### src/rtl/packet_inject_ctrl.sv
// rtl/packet_inject_ctrl.sv - packet-table injection sequencer
// Fetches up to DEPTH packets in order, presents each until acked, with MIN_GAP idle cycles between.
module packet_inject_ctrl #(
  parameter int PKT_W   = 38,
  parameter int ADDR_W  = 5,
  parameter int DEPTH   = 20,
  parameter int MIN_GAP = 1
) (
  input  logic              CLK,
  input  logic              RST,
  input  logic              START,
  input  logic [ADDR_W-1:0] NUM_PKT,
  input  logic              PAUSE,
  output logic [ADDR_W-1:0] FETCH_ADDR,
  input  logic [PKT_W-1:0]  FETCH_DATA,
  output logic [PKT_W-1:0]  PKT_OUT,
  output logic              PKT_VALID,
  input  logic              PKT_ACK,
  output logic              BUSY,
  output logic              DONE,
  output logic [ADDR_W-1:0] SENT_CNT
);

  typedef enum logic [2:0] {
    S_IDLE = 3'd0,
    S_LOAD = 3'd1,
    S_SEND = 3'd2,
    S_GAP  = 3'd3,
    S_FIN  = 3'd4
  } state_t;

  localparam logic [ADDR_W-1:0] DEPTH_C  = ADDR_W'(DEPTH);
  localparam logic [3:0]        GAP_LAST = 4'(MIN_GAP - 1);

  state_t              state_q, state_d;
  logic [ADDR_W-1:0]   run_len_q, run_len_d;
  logic [ADDR_W-1:0]   addr_q, addr_d;
  logic [ADDR_W-1:0]   sent_q, sent_d;
  logic [PKT_W-1:0]    pkt_q, pkt_d;
  logic                valid_q, valid_d;
  logic [3:0]          gap_q, gap_d;
  logic [ADDR_W-1:0]   sent_inc;

  assign sent_inc = sent_q + 1'b1;

  always_ff @(posedge CLK) begin
    if (RST) begin
      state_q   <= S_IDLE;
      run_len_q <= '0;
      addr_q    <= '0;
      sent_q    <= '0;
      pkt_q     <= '0;
      valid_q   <= 1'b0;
      gap_q     <= '0;
    end else begin
      state_q   <= state_d;
      run_len_q <= run_len_d;
      addr_q    <= addr_d;
      sent_q    <= sent_d;
      pkt_q     <= pkt_d;
      valid_q   <= valid_d;
      gap_q     <= gap_d;
    end
  end

  always_comb begin
    state_d   = state_q;
    run_len_d = run_len_q;
    addr_d    = addr_q;
    sent_d    = sent_q;
    pkt_d     = pkt_q;
    valid_d   = valid_q;
    gap_d     = gap_q;
    case (state_q)
      S_IDLE: begin
        if (START) begin
          // Clamping the run to the table size keeps FETCH_ADDR inside the table.
          run_len_d = (NUM_PKT > DEPTH_C) ? DEPTH_C : NUM_PKT;
          addr_d    = '0;
          sent_d    = '0;
          state_d   = (NUM_PKT == '0) ? S_FIN : S_LOAD;
        end
      end
      S_LOAD: begin
        if (!PAUSE) begin
          pkt_d   = FETCH_DATA;
          valid_d = 1'b1;
          state_d = S_SEND;
        end
      end
      S_SEND: begin
        if (PKT_ACK && valid_q) begin
          valid_d = 1'b0;
          sent_d  = sent_inc;
          addr_d  = addr_q + 1'b1;
          gap_d   = '0;
          if (sent_inc == run_len_q) state_d = S_FIN;
          else if (MIN_GAP > 0)      state_d = S_GAP;
          else                       state_d = S_LOAD;
        end
      end
      S_GAP: begin
        if (gap_q == GAP_LAST) begin
          gap_d   = '0;
          state_d = S_LOAD;
        end else begin
          gap_d = gap_q + 1'b1;
        end
      end
      S_FIN:   state_d = S_IDLE;
      default: state_d = S_IDLE;
    endcase
  end

  always_comb begin
    BUSY       = (state_q != S_IDLE);
    DONE       = (state_q == S_FIN);
    PKT_VALID  = valid_q;
    PKT_OUT    = pkt_q;
    FETCH_ADDR = addr_q;
    SENT_CNT   = sent_q;
  end

endmodule

### config.mk
export PLATFORM = sky130hd
export DESIGN_NAME = packet_inject_ctrl
export DESIGN_NICKNAME = d
export VERILOG_FILES = /design/src/rtl/packet_inject_ctrl.sv
export SDC_FILE = /design/constraint.sdc
export NUM_CORES = 1
export LEC_CHECK = 0
export CORE_MARGIN = 10
export CORE_UTILIZATION = 30
export DETAILED_ROUTE_END_ITERATION = 12
export MAX_ROUTING_LAYER = met4
export PLACE_DENSITY = 0.56
export SLEW_MARGIN = 30
export SYNTH_ARGS = -nofsm -noshare
export SYNTH_HDL_FRONTEND = slang
export SYNTH_SLANG_ARGS = --single-unit
### constraint.sdc
create_clock -name CLK -period 3.15 [get_ports CLK]
set_input_delay 0.4725 -clock CLK [delete_from_list [all_inputs] [get_ports CLK]]
set_output_delay 0.4725 -clock CLK [all_outputs]
set_load 0.05 [all_outputs]
### Yosys cells after proc, flatten, opt, wreduce, memory -nomap -nowiden

Index checks and enable logic that the tools add are counted.

* equal/unequal tests: 9
* bitwise operators: 1
* $add $sub $neg: 3
* muxes and demuxes: 19
* reduce and logical (&&, ||, !) cells: 14
* $lt $le $gt $ge: 1

Operators by type and width (count)
* 5-bit 2-to-1 mux: 4
* 5-bit one-hot mux with 2 select lines: 2
* 3-bit 2-to-1 mux: 6
* 3-bit one-hot mux with 4 select lines: 1
* 5-bit by 1-bit adder with 5-bit output (second input constant): 2
* 4-bit 2-to-1 mux: 2
* 2-bit != test (second input constant): 4
* 4-bit one-hot mux with 2 select lines: 1
* 3-bit by 2-bit == test with 1-bit output (second input constant): 2
* 2-bit AND reduction: 3
* 3-bit AND reduction: 2
* 2-bit nonzero test: 3
* 5-bit == test: 1
* 5-bit > comparator (second input constant): 1
* 5-bit zero test: 1
* 4-bit by 1-bit adder with 4-bit output (second input constant): 1
* 4-bit zero test: 1
* 4-bit AND reduction: 1
* 3-bit by 1-bit == test with 1-bit output (second input constant): 1
* 3-bit == test (second input constant): 1
* 3-bit zero test: 1
* 3-bit nonzero test: 1
* 1-bit 2-to-1 mux: 2
* 1-bit one-hot mux with 2 select lines: 1
* other kinds (2): 2

* output and inout bits: 51
* bits in registers: 61

### Logic depth before layout (Yosys ltp)

Gate-level depths: netlist of run 1.

* word-level depth: 5
* depth in mapped cells: 8
* mapped depth without buffers: 6

### Least setup slack after synthesis of run 1

No wires, ideal clock.

* kind: register -> output
* start: register state_q[2]
* end: output DONE
* path slack: 0.988 ns
* cell stages (with the launch flop): 3
* required time: 2.677 ns
* arrival time: 1.690 ns
* buffers on the path: 1
* cell sequence: dfxtp_1 clkbuf_1 nor3b_1

* longest elaborated chain between the ends: 1

RTL lines
* from (decl): line 35 `state_t state_q, state_d;`
* from (signal assigned): line 56 `state_q <= state_d;`
* 3-bit == test: line 117 `DONE = (state_q == S_FIN);`
* to (decl): line 20 `output logic DONE,`

Every way passes these cells.

### Worst setup path after layout of run 1

Ends and elaborated chain as after synthesis.

==> metrics.cfg, run 1 <==
[outcome]
status=finished clean

[clock_network]
cts.clk_slew.worst_paths_ns=0.07
postCtsSetupRepairBufs=0
numClockSinks=61
ctsHoldBuffers=0
cts_root_buffer=clkbuf_8
clk_path_buf_depth=2
htreeDepth=3
clk_latency_ns=0.33
cts-resized-gates=0
cts_buffers=9
tritoncts=done

[power]
p_leak_nw=1.33
ir_drop_uv=210
power_density_nw_per_um2=515
report.power.total_mw=1.94

[synthesis]
synth.largest_area_cell=dfxtp_1
yosysMostFrequentCell=nand2_1
synth_commonest_cells=nand2_1 (87), dfxtp_1 (61), a21oi_1 (50), nor2_1 (24), clkbuf_1 (13)
avgSynthCellArea_sq_um=8.02
yosys.area_share.adder_pct=1.99
synth_edf_count=0
synthArstFlopShare_pct=0
synth-seq-area-share_pct=48.7
ys_ff_latch=61
synth_area_sq_um=2510
synth_top_area_share_pct=48.7
synthMuxAreaShare_pct=1.60
synth_area_leaders=dfxtp_1 (49%), nand2_1 (13%), a21oi_1 (10%)
synthXorXnorAreaFrac_pct=3.14
syn_inst=313
ys_warn_count=0
yosys.cell_types.count=42
synthFlopType=dfxtp_1
synth-simple-area-share_pct=24.4
synth_compound_area_share_pct=16.0
syn_nets=365
synth_top_family_by_area=simple AND/OR/NAND/NOR gates

[detailed_routing]
antenna_left=0
via_per_inst=4.69
first_pass_iters=4
wire_per_inst_um=14.6
routed_wl_um=7530
vias=2415
drc=0
drt_iter0_markers=66

[timing]
fmax_mhz=428
fin_skew_ns=0.00871
fin_ws_ns=0.812
finalHoldViolCount=0
period_needed_ns=2.34
drv_slew=0
slew_headroom_pct=48.4
tightestPinTransition_ns=0.773
setup_tns_ns=0
setup_viol=0
min_period_over_period_pct=74.2
hold_ws_ns=0.455
rsz0062_at_grt=false

[global_route]
grt_pass1_wl_um=12100
grt_max_degree=40
overflow=0
grt_usage_pct=12.0
antenna_found_initial=0
grt_pass1_vias=2419

[critical_path]
path_class=reg2out
critPathRequiredTime_ns=2.68
crit_path_start_kind=register
crit_arrival_ns=1.87
critical_path.endpoint_type=output pin
path_max_fanout=9

[floorplanning]
fp.dieH_um=111
core_area_sq_um=8180
die-area_sq_um=12400
initial_core_util_pct=30.7
rows=33
fp.dieW_um=111
ios=99

[placement]
placed_area_sq_um=3550
place_congestion=0.749
dp.final_hpwl_um=5460
port_buffers=98
place_worst_setup_slack_ns=1.05
dp.cells=499

[finish]
area_delta_synth_final_pct=50.0
final_cell_area_sq_um=3760
utilization_pct=46.1
final_nets=457
drive_above_1_share_pct=5.61
antenna_cells=0
stdcell_count=515
fill_cells=837

[flow_run]
max-cap-violations=0

[worst_hold_path]
min_path_type=reg2reg

-- cells by family (layout without fill, tap and decap cells) --
group           Yosys count  after routing
simple gates            141            141
compound gates           70             70
flops                    61             61
buf+inv                  24            121
xor+xnor                  9              9
fa+ha+maj                 4              4
mux                       4              4
-- metal layers --
metal | GRT usage [%] | wire length (um) | up-vias
li1 | - | - | 1229
met1 | 14.1 | 3430 | 1104
met2 | 17.7 | 3340 | 76
met3 | 6.23 | 709 | 6
met4 | 3.08 | 51 | 0
met5 | - | 0 | -
-- registers in the layout (all words and copies together), names as in the netlist --
name,flops
state_q,3
PKT_VALID,1
gap_q,4
FETCH_ADDR,5
SENT_CNT,5
PKT_OUT,38
run_len_q,5
-- area by class of cell --
| cell class | count | area (sq um) | area share [%] |
|---|---|---|---|
| Clock buffer | 10 | 128 | 3.39 |
| Clock inverter | 6 | 87.6 | 2.33 |
| Inverter | 4 | 15.0 | 0.399 |
| Multi-Input combinational cell | 228 | 1180 | 31.4 |
| Sequential cell | 61 | 1220 | 32.4 |
| Tap cell | 105 | 131 | 3.49 |
| Timing Repair Buffer | 101 | 998 | 26.5 |
-- critical path, cell delays in order (launching register included) --
cell and delay [ns]:
dfxtp_1 0.47, nor3b_1 0.23, clkdlybuf4s50_1 0.84
-- power breakdown --
part / leakage, nW / switching (mW) / internal [mW]
Combinational: 0.740 / 0.211 / 0.142
Clock: 0.0985 / 0.313 / 0.444
Sequential: 0.495 / 0.0248 / 0.805
Total: 1.33 / 0.548 / 1.39
-- final timing paths --
check                                  from           to  slack (ns)  cells after the start
worst min register to register  PKT_OUT[37]  PKT_OUT[37]        0.46                      2
worst max-delay path             state_q[2]         DONE        0.81                      2
worst min-delay path            PKT_OUT[37]  PKT_OUT[37]        0.46                      2
worst max register to register  SENT_CNT[0]   state_q[2]        1.03                      6
-- layout by cell type (no fill, tap or decap), drive strengths merged, types with 2 or more instances in the layout --
cell,count
a21o,2
a21oi,50
a22oi,3
a41oi,2
buf,4
bufinv,2
clkbuf,10
clkdlybuf4s50,97
clkinvlp,3
dfxtp,61
ha,4
inv,4
mux2i,4
nand2,87
nand2b,2
nand3,4
nand3b,3
nand4,4
nor2,25
nor2b,2
nor3,2
nor3b,2
nor4,2
o21ai,5
or2,3
xnor2,3
xor2,6
(Power assumes the default switching activity.)
==> run 2: changes to the inputs <==
==> constraint.sdc (replaced) <==
create_clock -name CLK -period 2.4 [get_ports CLK]
set_input_delay 0.36 -clock CLK [delete_from_list [all_inputs] [get_ports CLK]]
set_output_delay 0.36 -clock CLK [all_outputs]
set_load 0.05 [all_outputs]
==> metrics.cfg, run 2 (synthesis results as in run 1) <==
[outcome]
status=finished clean

[timing]
rsz0062_at_grt=false
fmax_mhz=448
tightestPinTransition_ns=0.632
setup_tns_ns=0
min_period_over_period_pct=92.9
setup_viol=0
drv_slew=0
slew_headroom_pct=57.9
fin_skew_ns=0.00900
period_needed_ns=2.23
finalHoldViolCount=0
fin_ws_ns=0.170

[clock_network]
htreeDepth=3
cts_root_buffer=clkbuf_8
cts_buffers=9
ctsHoldBuffers=0
clk_path_buf_depth=2
tritoncts=done
cts.clk_slew.worst_paths_ns=0.07
clk_latency_ns=0.33
cts-resized-gates=0
postCtsSetupRepairBufs=0
numClockSinks=61

[finish]
final_common_cell=clkdlybuf4s50_1
largest_register_ffs=38
fill_cells=831
drive_above_1_share_pct=6.07
antenna_cells=0
final_nets=459
area_delta_synth_final_pct=49.6
utilization_pct=45.9
layout_common_cells=clkdlybuf4s50_1 (97), nand2_1 (87), dfxtp_1 (61), a21oi_1 (50), nor2_1 (23)
final_cell_area_sq_um=3750
stdcell_count=517

[power]
p_leak_nw=1.34
pwr-share-comb_pct=19.7
p_sw_share_pct=29.8
power.internal_mw=1.67
ir_drop_uv=317
power.share.clock_pct=34.7
p_sw_mw=0.711
power_density_nw_per_um2=635
p_seq_share_pct=45.6

[detailed_routing]
antenna_left=0
drc=0
routed_wl_um=7500
vias=2437
first_pass_iters=5
drt_iter0_markers=55
wire_per_inst_um=14.5
via_per_inst=4.71

[floorplanning]
fp.dieW_um=111
fp.dieH_um=111
ios=99
rows=33
initial_core_util_pct=30.7
die-area_sq_um=12400
core_area_sq_um=8180

[placement]
dp.final_hpwl_um=5430
place_congestion=0.789
place_worst_setup_slack_ns=0.417
dp.cells=501
placed_area_sq_um=3580
port_buffers=98

[global_route]
overflow=0
antenna_found_initial=0
met3_usage_pct=6.17
grt_max_degree=39
grt_use_met1_pct=13.9
grt_pass1_vias=2420
grt_pass1_wl_um=11900
met2_usage_pct=16.8
busiest_layer=met2
grt_usage_pct=12.0

[flow_run]
max-cap-violations=0

[critical_path]
path_class=reg2out
critPathRequiredTime_ns=2.04
crit_path_start_kind=register
rr_worst_depth=6
crit_arrival_ns=1.87
path_max_fanout=9
critical_path.endpoint_type=output pin

[worst_hold_path]
min_path_type=reg2reg
hold_depth=2

[run 2: metal layers]
| metal | up-vias | part of all wire [%] |
|---|---|---|
| met5 | - | 0 |
| met4 | 0 | 2.1 |
| met3 | 9 | 10 |
| met2 | 82 | 43 |
| met1 | 1113 | 44 |
| li1 | 1233 | - |
[run 2: path summary, 6_finish.rpt]
check / end / slack, ns / startpoint
max: DONE / 0.17 / state_q[2]
min: PKT_OUT[30] / 0.45 / PKT_OUT[30]
max reg2reg: state_q[2] / 0.38 / SENT_CNT[0]
min reg2reg: PKT_OUT[30] / 0.45 / PKT_OUT[30]
[run 2: through the flow]
stage               hold slack, ns  total power, mW
detailed placement           0.446             1.59
CTS                          0.456             2.42
global route                 0.471             2.50
floorplan                    0.436             1.38
finish                       0.452             2.38
global placement             0.441             1.58
[run 2: power groups by stage]
stage          logic [mW]  registers (mW)  clock network (mW)
6_report            0.469            1.09               0.827
5_1_grt             0.505            1.09               0.904
4_1_cts             0.476            1.09               0.857
3_5_place_dp        0.475            1.11                   0
3_3_place_gp        0.475            1.11                   0
2_1_floorplan       0.166            1.22                   0
[run 2: worst max-delay path: stages (launching register included)]
cell and delay (ns):
dfxtp_1 0.48, nor3b_1 0.22, clkdlybuf4s50_1 0.84
[run 2: cell type report]
cell class                 instances  area, sq um  share of cell area [%]
inverter                           4         15.0                   0.400
multi-input combinational        228         1180                    31.5
sequential                        61         1220                    32.5
tap                              105          131                    3.50
clock buffer                      12          155                    4.13
timing repair buffer             103         1030                    27.3
clock inverter                     4         22.5                   0.600
==> run 3: changes to the inputs <==
--- a/config.mk
+++ b/config.mk
@@ -9,8 +9,7 @@
 export CORE_UTILIZATION = 30
 export DETAILED_ROUTE_END_ITERATION = 12
 export MAX_ROUTING_LAYER = met4
-export PLACE_DENSITY = 0.56
-export SLEW_MARGIN = 30
+export PLACE_DENSITY = 0.61
 export SYNTH_ARGS = -nofsm -noshare
 export SYNTH_HDL_FRONTEND = slang
 export SYNTH_SLANG_ARGS = --single-unit
==> metrics.cfg, run 3 (synthesis results as in run 1) <==
[critical_path]
endpoint=BUSY
path_max_fanout=12
path_delay_family=buffers and inverters
cp_cell_sequence=or3_1 > clkdlybuf4s50_1
critPathRequiredTime_ns=2.04
slowest_delay_ns=0.81
reg2reg_slack_ns=0.35
cp_num_buf_inv=1
crit_arrival_ns=1.87
cp.depth=2
rr_worst_depth=6
cp_slowest_cell=clkdlybuf4s50_1
r2r-start=SENT_CNT[0]
startpoint=state_q[1]
path_class=reg2out
regToRegEndpoint=state_q[2]
crit_path_start_kind=register
critical_path.endpoint_type=output pin

[timing]
fin_ws_ns=0.166
finalHoldViolCount=0
setup_tns_ns=0
rsz0062_at_grt=false
hold_ws_ns=0.452
fin_skew_ns=0.00795
setup_viol=0
drv_slew=0
slew_headroom_pct=63.8
min_period_over_period_pct=93.1
tightestPinTransition_ns=0.542
period_needed_ns=2.23
fmax_mhz=448

[floorplanning]
initial_core_util_pct=30.7
rows=33
die-area_sq_um=12400
core_area_sq_um=8180
ios=99
fp.dieH_um=111
fp.dieW_um=111

[global_route]
grt_usage_pct=12.2
overflow=0
grt_pass1_vias=2334
grt_pass1_wl_um=12100
grt_max_degree=41
antenna_found_initial=0

[flow_run]
max-cap-violations=0

[clock_network]
postCtsSetupRepairBufs=0
tritoncts=done
cts_root_buffer=clkbuf_8
numClockSinks=61
htreeDepth=3
ctsHoldBuffers=0
clk_path_buf_depth=2
cts_buffers=9
cts.clk_slew.worst_paths_ns=0.07
cts-resized-gates=0
clk_latency_ns=0.34

[finish]
final_nets=457
layout_common_cells=clkdlybuf4s50_1 (97), nand2_1 (87), dfxtp_1 (61), a21oi_1 (50), nor2_1 (23)
final_common_cell=clkdlybuf4s50_1
drive_above_1_share_pct=5.62
area_delta_synth_final_pct=50.2
antenna_cells=0
largest_register_ffs=38
stdcell_count=514

[placement]
dp.cells=499
port_buffers=98
place_congestion=0.761
place_worst_setup_slack_ns=0.363
dp.final_hpwl_um=5390

[detailed_routing]
wire_per_inst_um=14.4
vias=2388
drc=0
via_per_inst=4.65
routed_wl_um=7390
antenna_left=0
first_pass_iters=4
drt_iter0_markers=70

[worst_hold_path]
min_path_type=reg2reg

[power]
power_density_nw_per_um2=664
ir_drop_uv=364
p_leak_nw=1.35

[outcome]
status=finished clean

run 3: cell types whose count changed in the layout (fill, tap and decap cells not counted):
cell | before | now
buf_4 | 4 | 2
clkinv_2 | 3 | 1
clkbuf_1 | 1 | 0
clkinvlp_4 | 1 | 0
bufinv_16 | 0 | 1
clkinv_4 | 0 | 1
clkbuf_8 | 11 | 12
run 3: worst reg2reg max path: stages, from the launching register on:
cell and delay (ns):
dfxtp_1 0.44, ha_1 0.33, xor2_1 0.18, o22ai_1 0.12, a2111oi_2 0.49, mux2i_1 0.13, nor4bb_1 0.27
run 3: where the power goes:
part	internal (mW)	switching, mW
Sequential	1.06	0.0317
Clock	0.559	0.391
Combinational	0.188	0.278
run 3: cell type report:
cell class | instances | area (sq um)
Clock buffer | 12 | 165
Timing Repair Buffer | 101 | 1010
Tap cell | 105 | 131
Multi-Input combinational cell | 228 | 1180
Sequential cell | 61 | 1220
Fill cell | 806 | 4400
Clock inverter | 3 | 43.8
Inverter | 4 | 15.0
run 3: layer usage:
metal,GRT usage (%),vias to the layer above,wire length (um)
met5,-,-,0
met3,6.39,8,661
met2,18.2,79,3420
met4,4.11,0,66
li1,-,1225,-
met1,13.6,1076,3250
run 3: stage by stage:
stage,power [mW],cell area [sq um],util [%]
after CTS,2.55,3770,46.1
after floorplan,1.38,2510,-
after global placement,1.58,3560,43.6
final,2.51,3770,46.1
after global routing,2.64,3770,46.1
after detailed placement,1.58,3560,43.6
run 3: how the worst min path moves through the flow:
stage | from | end | slack, ns | cells after the start
finish | PKT_OUT[28] | PKT_OUT[28] | 0.45 | 2
global route | PKT_OUT[29] | PKT_OUT[29] | 0.47 | 2
global placement | PKT_OUT[35] | PKT_OUT[35] | 0.44 | 2
CTS | RST | FETCH_ADDR[0] | 0.45 | 2
floorplan | RST | state_q[2] | 0.44 | 1
detailed placement | PKT_OUT[28] | PKT_OUT[28] | 0.45 | 2
